--- src/rtl/prbs_pkg.sv ---
// Shared PRBS31 definitions: polynomial x^31 + x^28 + 1, tap positions,
// receiver state encoding and the predicted-bit helper. The generator side
// imports the same package so both ends agree on the sequence.
package prbs_pkg;

  localparam int PRBS_W     = 31;
  localparam int PRBS_TAP_A = 30;
  localparam int PRBS_TAP_B = 27;

  typedef enum logic [1:0] {
    HUNT   = 2'd0,
    VERIFY = 2'd1,
    LOCKED = 2'd2
  } prbs_state_e;

  // Next bit of the sequence given the last 31 bits (s[0] is the newest).
  function automatic logic prbs_predict(input logic [PRBS_W-1:0] s);
    return s[PRBS_TAP_A] ^ s[PRBS_TAP_B];
  endfunction

endpackage

--- src/rtl/prbs31_step.sv ---
// One step of the PRBS31 LFSR. Produces the predicted next bit and the
// shifted register. free_run selects the feed: the predicted bit (free
// running, errors do not propagate) or an external bit (self-synchronising).
module prbs31_step
  import prbs_pkg::*;
(
  input  logic [PRBS_W-1:0] s,
  input  logic              free_run,
  input  logic              ext_bit,
  output logic              p,
  output logic [PRBS_W-1:0] s_next
);

  logic feed;

  // Predict the next bit and shift the chosen feed bit in at the bottom.
  always_comb begin
    p      = prbs_predict(s);
    feed   = free_run ? p : ext_bit;
    s_next = {s[PRBS_W-2:0], feed};
  end

endmodule

--- src/rtl/prbs31_ber_monitor.sv ---
// PRBS31 bit-error-rate monitor. Self-synchronises a local LFSR to the
// received stream (HUNT -> VERIFY -> LOCKED), then counts compared bits and
// mismatches with saturating counters. A sliding tally over fixed windows of
// valid bits detects loss of lock and sends the receiver back to HUNT.
module prbs31_ber_monitor
  import prbs_pkg::*;
#(
  parameter int VERIFY_LEN  = 32,
  parameter int LOSS_WINDOW = 64,
  parameter int LOSS_THRESH = 8,
  parameter int ERR_W       = 16,
  parameter int BIT_W       = 32
) (
  input  logic             clk,
  input  logic             rst_n,
  input  logic             rx_bit,
  input  logic             rx_valid,
  input  logic             clear,
  output logic             locked,
  output logic             err_pulse,
  output logic [ERR_W-1:0] err_count,
  output logic [BIT_W-1:0] bit_count
);

  localparam int FILL_W = 5;
  localparam int VER_W  = $clog2(VERIFY_LEN + 1);
  localparam int WIN_W  = (LOSS_WINDOW > 1) ? $clog2(LOSS_WINDOW) : 1;
  localparam int TAL_W  = $clog2(LOSS_THRESH + 1);

  prbs_state_e       state_q, state_d;
  logic [PRBS_W-1:0] s_q, s_d;
  logic [FILL_W-1:0] fill_q, fill_d;
  logic [VER_W-1:0]  ver_q, ver_d;
  logic [WIN_W-1:0]  win_q, win_d;
  logic [TAL_W-1:0]  tally_q, tally_d;
  logic [ERR_W-1:0]  err_count_q, err_count_d;
  logic [BIT_W-1:0]  bit_count_q, bit_count_d;
  logic              locked_q, locked_d;
  logic              err_pulse_q, err_pulse_d;

  logic              pred;
  logic [PRBS_W-1:0] s_step;
  logic              mismatch;
  logic              count_bit;
  logic              count_err;

  prbs31_step u_step (
    .s        (s_q),
    .free_run (state_q == LOCKED),
    .ext_bit  (rx_bit),
    .p        (pred),
    .s_next   (s_step)
  );

  assign mismatch = rx_bit ^ pred;

  // Receiver state machine, window tracking and counter next-state logic;
  // nothing moves unless a valid bit is sampled, except the counter clear.
  always_comb begin
    state_d     = state_q;
    s_d         = s_q;
    fill_d      = fill_q;
    ver_d       = ver_q;
    win_d       = win_q;
    tally_d     = tally_q;
    err_count_d = err_count_q;
    bit_count_d = bit_count_q;
    count_bit   = 1'b0;
    count_err   = 1'b0;

    if (rx_valid) begin
      s_d = s_step;
      case (state_q)
        HUNT: begin
          // The 31st fill bit completes the register; an all-zero fill is
          // the LFSR lock-up state and can never verify, so refill instead.
          if (fill_q == FILL_W'(PRBS_W - 1)) begin
            fill_d = '0;
            if (s_step != '0) begin
              state_d = VERIFY;
              ver_d   = '0;
            end
          end else begin
            fill_d = fill_q + 1'b1;
          end
        end

        VERIFY: begin
          if (mismatch) begin
            state_d = HUNT;
            fill_d  = '0;
            ver_d   = '0;
          end else if (ver_q == VER_W'(VERIFY_LEN - 1)) begin
            state_d = LOCKED;
            ver_d   = '0;
            win_d   = '0;
            tally_d = '0;
          end else begin
            ver_d = ver_q + 1'b1;
          end
        end

        LOCKED: begin
          count_bit = 1'b1;
          count_err = mismatch;
          // Loss takes priority over the window wrap so a threshold error
          // landing on the last window bit still drops lock.
          if (mismatch && (tally_q == TAL_W'(LOSS_THRESH - 1))) begin
            state_d = HUNT;
            fill_d  = '0;
            win_d   = '0;
            tally_d = '0;
          end else if (win_q == WIN_W'(LOSS_WINDOW - 1)) begin
            win_d   = '0;
            tally_d = '0;
          end else begin
            win_d   = win_q + 1'b1;
            tally_d = tally_q + TAL_W'(mismatch);
          end
        end

        default: begin
          state_d = HUNT;
          fill_d  = '0;
          ver_d   = '0;
          win_d   = '0;
          tally_d = '0;
        end
      endcase
    end

    // Clear beats any same-cycle count event; counters stick at all-ones.
    if (clear) begin
      err_count_d = '0;
      bit_count_d = '0;
    end else begin
      if (count_err && (err_count_q != '1)) err_count_d = err_count_q + 1'b1;
      if (count_bit && (bit_count_q != '1)) bit_count_d = bit_count_q + 1'b1;
    end

    err_pulse_d = count_err & ~clear;
    locked_d    = (state_d == LOCKED);
  end

  // Single state register for the FSM, LFSR, window and registered outputs.
  always_ff @(posedge clk or negedge rst_n) begin
    if (!rst_n) begin
      state_q     <= HUNT;
      s_q         <= '0;
      fill_q      <= '0;
      ver_q       <= '0;
      win_q       <= '0;
      tally_q     <= '0;
      err_count_q <= '0;
      bit_count_q <= '0;
      locked_q    <= 1'b0;
      err_pulse_q <= 1'b0;
    end else begin
      state_q     <= state_d;
      s_q         <= s_d;
      fill_q      <= fill_d;
      ver_q       <= ver_d;
      win_q       <= win_d;
      tally_q     <= tally_d;
      err_count_q <= err_count_d;
      bit_count_q <= bit_count_d;
      locked_q    <= locked_d;
      err_pulse_q <= err_pulse_d;
    end
  end

  assign locked    = locked_q;
  assign err_pulse = err_pulse_q;
  assign err_count = err_count_q;
  assign bit_count = bit_count_q;

endmodule

--- config.mk ---
export PLATFORM = sky130hd
export DESIGN_NAME = prbs31_ber_monitor
export DESIGN_NICKNAME = d
export VERILOG_FILES = /design/src/rtl/prbs_pkg.sv /design/src/rtl/prbs31_step.sv /design/src/rtl/prbs31_ber_monitor.sv
export SDC_FILE = /design/constraint.sdc
export NUM_CORES = 1
export LEC_CHECK = 0
export CORE_MARGIN = 5
export CORE_UTILIZATION = 30
export DETAILED_ROUTE_END_ITERATION = 16
export GPL_TIMING_DRIVEN = 0
export SLEW_MARGIN = 0
export SYNTH_ARGS = -nofsm -noshare
export SYNTH_HDL_FRONTEND = slang
export SYNTH_HIERARCHICAL = 1
export SYNTH_SLANG_ARGS = --single-unit
--- constraint.sdc ---
create_clock -name clk -period 3.2 [get_ports clk]
set_input_delay 0.64 -clock clk [delete_from_list [all_inputs] [get_ports clk]]
set_output_delay 0.64 -clock clk [all_outputs]
set_load 0.1 [all_outputs]
; After elaboration in Yosys (flattened, before gate mapping)
; Cells that the tools add are included.
[totals]
reg_bits = 104
out_inout_bits = 50
[classes]
n_addsub = 6
n_eq_ne = 15
n_mux = 35
n_bitwise = 6
reduce_logical = 10
[ops]
columns = operator, n
row1 = 32-bit two-way mux, 2
row2 = 6-bit two-way mux, 8
row3 = 6-bit case mux with 3 select lines, 2
row4 = 32-bit by 1-bit adder with 32-bit output (second input constant), 1
row5 = 16-bit two-way mux, 2
row6 = 32-bit != test (second input constant), 1
row7 = 31-bit nonzero test, 1
row8 = 16-bit by 1-bit adder with 16-bit output (second input constant), 1
row9 = 4-bit two-way mux, 4
row10 = 16-bit != test (second input constant), 1
row11 = 5-bit two-way mux, 3
row12 = 5-bit case mux with 3 select lines, 1
row13 = 6-bit by 1-bit adder with 6-bit output (second input constant), 2
row14 = 2-bit two-way mux, 6
row15 = 2-bit != test (second input constant), 6
row16 = 4-bit case mux with 3 select lines, 1
row17 = 4-bit AND reduction, 2
row18 = 6-bit by 5-bit equality test with 1-bit output (second input constant), 1
row19 = 6-bit equality test (second input constant), 1
row20 = 2-bit case mux with 3 select lines, 1
row21 = 5-bit by 1-bit adder with 5-bit output (second input constant), 1
row22 = 5-bit equality test (second input constant), 1
row23 = 1-bit two-way mux, 5
row24 = 4-bit by 1-bit adder with 4-bit output, 1
row25 = other kinds (10), 17

; Depth between registers and ports, before layout
[logic_depth]
depth_word = 8
depth_mapped = 9
mapped_depth_nobuf = 7

; Cells and area by module
; Netlist, hierarchy kept.
[by_module_without_submodules]
columns = module, n_inst, cells_each, area_per_inst_um2, seq_area_each_um2
row1 = prbs31_ber_monitor, 1, 516, 5253.8, 2602.5
row2 = prbs31_step, 1, 33, 256.5, 0.0

; Worst setup path after synthesis
; OpenSTA, ideal clock, no wires.
[synth_path]
kind = register to register
from = register bit_count_q[0] (netlist: bit_count[0])
to = register bit_count_q[15] (netlist: bit_count[15])
path_stages_with_launch = 10
setup_ns = 0.125
period_less_slack_ns = 2.937
t_required_ns = 3.075
slack_ns = 0.263
n_path_buf = 3
arrival_ns = 2.812
cell_sequence = dfrtp_1 > ha_1 > and4_1 > and3_1 > clkbuf_1 > and3_1 > clkbuf_1 > buf_2 > nor3_1 > mux2_2
[synth_between]
elab_chain_cells = 3
elab_cells_between_ends = 6
[synth_rtl]
columns = element, line_no
row1 = start: declaration, prbs31_ber_monitor.sv:37  ; logic [BIT_W-1:0] bit_count_q, bit_count_d;
row2 = start signal: assignment, prbs31_ber_monitor.sv:166  ; bit_count_q <= bit_count_d;
row3 = 32-bit by 1-bit adder with 32-bit output or 32-bit != test (tied branches), prbs31_ber_monitor.sv:138  ; if (count_bit && (bit_count_q != '1)) bit_count_d = bit_count_q + 1'b1;
row4 = 32-bit two-way mux or 1-bit logical AND (tied branches), prbs31_ber_monitor.sv:138
row5 = 32-bit two-way mux or 2-bit nonzero test (tied branches), --
; Several ways; a longest one is shown, not always the timed one. The select of a mux whose other input is x is not followed.
; A chain may end at the register's enable or synchronous reset.

; Final worst setup path
[layout_path]
from = input port rx_valid
to = register bit_count_q[19] (netlist: bit_count[19])
[layout_between]
elab_chain_cells = 3
[layout_rtl]
columns = element, line_no
row1 = start: declaration, prbs31_ber_monitor.sv:17  ; input logic rx_valid,
row2 = 1-bit two-way mux, prbs31_ber_monitor.sv:71  ; if (rx_valid) begin
row3 = 1-bit logical AND, prbs31_ber_monitor.sv:138
row4 = 2-bit nonzero test (no line), --
; No other way between the ends.

==> qor.csv <==
metric,value,unit
RSZ-0062 raised after global routing,no,
worst slew pin tran,996,ps
r2r setup slk,260,ps
post-detail-place hpwl,9.35,mm
Fin. Hold Viols,0,
P_int,2.61,mW
vias in the first global route,4374,
I/O pin count,55,
# resized after CTS,0,
# hold bufs at CTS,0,
Final nets,628,
Startpoint Class,input pin,
post-synthesis register bit count,104,
non-filler instance count after layout,849,
r2r startpoint,bit_count[0],
"Avg Cell Area, Syn",10.0,um2
"Slew Viols, Final",0,
Area contributors post-synth,"dfrtp_1, mux2_2, buf_4, xnor2_1, nor2_1",
Crit. Startpoint,rx_valid,
Post-synth ARST share,1.00,
cell taking the most area after synthesis,dfrtp_1,
Peak VDD IR,0.303,mV
synth cell count leaders,"dfrtp_1, nor2_1, nand2_1",
All-Layer GR Usage,0.125,
Reg power frac,0.440,
CP max-delay cell,clkdlybuf4s50_1,
crit path time final,2970,ps
area share of the largest cell type after synthesis,0.472,
Sw Share,0.327,
Cell Rows,49,
DR vias,4375,
DRT antenna net count,0,
Post-synth EDFFs,0,
Logic pwr share,0.295,
cell mode on critical path,clkbuf_1,
Layout area overhead,20.3,%
Synthesized Nets,562,
die area,21200,um2
Worst Skew,11.7,ps
Hold Crit Class,input pin to async pin,
pin count of the biggest net entering global routing,61,
Post-synth top flop,dfrtp_1,
DR DRC count,0,
share of post-route cells with drive strength above 1,0.155,
Lkg Pwr,2.73,nW
post-synth cell types,53,
clk slew on worst S/H paths,80,ps
Critical Path End Type,flop,
post-synthesis sequential area ratio,0.472,
Critical Path RT,3450,ps
Syn. warnings,6,
PwrDens,586,nW/um2
count of input and output buffers,54,
FF-to-FF path depth,9,
DRT iter0 DRCs,262,
routability cong.,0.807,
Synth Cell Area,5510,um2
diodes inserted,0,
kind of critical path,input pin to flop,
clk buf depth,2,
clock buffer count from CTS,9,
Root Buffer,clkbuf_16,
Fin Setup TNS,0,ps
Max-slew headroom,0.334,
Initial DRT Pass Iterations,5,
CP Cell Sequence,clkdlybuf4s50_1 > and3b_1 > clkbuf_1 > and4_1 > nand2_1 > clkbuf_1 > nor4_1 > mux2_2,
drt total wl,13.0,mm
most numerous cell in the Yosys netlist,dfrtp_1,
initial antenna violation count,0,
Total Power,3.88,mW
Die Height,146,um
max_cap viols,0,
CTS tree,built,
f_max,0.337,GHz
P_sw,1.27,mW
clock latency on the worst-skew pair,350,ps
Mapped Cells,549,
crit path max fanout,10,
reg2reg end,bit_count[15],
Initial Util,0.306,
GRT overflow,0,
Final Util,0.368,
vias per cell,5.15,
placed cells,833,
clock power share,0.265,
status,completed,
global-route wire length before repair,22.1,mm
Die Wd,146,um
final setup violation count,0,
core area,18000,um2
crit path DAT,3210,ps
H-tree levels,3,
PnR worst setup slack,235,ps
postcts setup bufs,0,
slowest cell delay on critical path,550,ps
final worst path period share,0.927,
dpl ws,-188,ps
DR WL/cell,15.3,um
CTS sink cnt,104,
-- sequential cells by signal (all words and copies together), names as in the netlist --
register   cells
bit_count     32
s_q           31
err_count     16
ver_q          6
win_q          6
fill_q         5
tally_q        4
state_q        2
err_pulse      1
locked         1
-- cells in the final DEF (no fill, tap or decap), drive strengths merged, types with 7 or more instances in the layout --
cell type and instances:
a211oi 8, a21oi 22, a31oi 7, and3 11, and4 8, buf 36
clkbuf 36, clkdlybuf4s50 53, dfrtp 104, ha 8, inv 11, mux2 36
nand2 39, nand2b 7, nand3 24, nand4 16, nor2 40, nor2b 12
nor4 11, o21ai 20, o31ai 15, or3 8, or4 13, xnor2 23
-- power groups by stage --
stage	Sequential (mW)	Clock [mW]	Combinational, mW
after CTS	1.71	1.07	1.16
after floorplan	1.82	0	0.759
final	1.71	1.03	1.15
after global placement	1.72	0	1.11
after global routing	1.74	1.11	1.27
after detailed placement	1.73	0	1.16
-- cells by family (layout without fill, tap and decap cells) --
logic type | after synthesis | in the layout | synth area share
adders and majority gates | 8 | 8 | 0.0182
xor gates and xnor gates | 27 | 27 | 0.0429
muxes | 38 | 38 | 0.0779
buffers and inverters | 68 | 139 | 0.0681
DFF | 104 | 104 | 0.472
AOI/OAI and AO/OA | 95 | 95 | 0.113
and+or+nand+nor | 209 | 209 | 0.207
-- metal layers --
layer  global-route usage  up-vias  routed length, um
li1                     -     2097                  -
met1                0.165     2178               6070
met2                0.205       87               6290
met3               0.0274       13                499
met4               0.0364        0                159
met5                    0        -                  0
-- worst max-delay path by stage --
stage / endpoint / slack, ps / cells past startpoint
floorplan: bit_count[15] / 260 / 9
CTS: err_count[13] / 170 / 6
detailed placement: err_count[13] / -190 / 6
finish: bit_count[19] / 230 / 8
global route: err_count[13] / 60 / 6
global placement: err_count[1] / -2540 / 1
-- stage by stage --
stage	instance area (um2)	hold WS (ps)
CTS	6630	332
global placement	6340	464
finish	6630	304
floorplan	5510	344
global route	6630	366
detailed placement	6360	465
-- final cells by class --
type,count,area [um2]
Clock inverter,4,30.0
Sequential cell,104,2600
Clock buffer,12,236
Tap cell,229,287
Fill cell,1817,11400
Buffer,58,338
Timing Repair Buffer,55,566
Multi-Input combinational cell,377,2530
Inverter,10,37.5
-- critical path: cells and delay by family --
| family | cells | cell delay, ps |
|---|---|---|
| buffers and inverters | 3 | 1110 |
| and+or+nand+nor | 4 | 1070 |
| muxes | 1 | 370 |
Power figures use the tool's default switching activity.
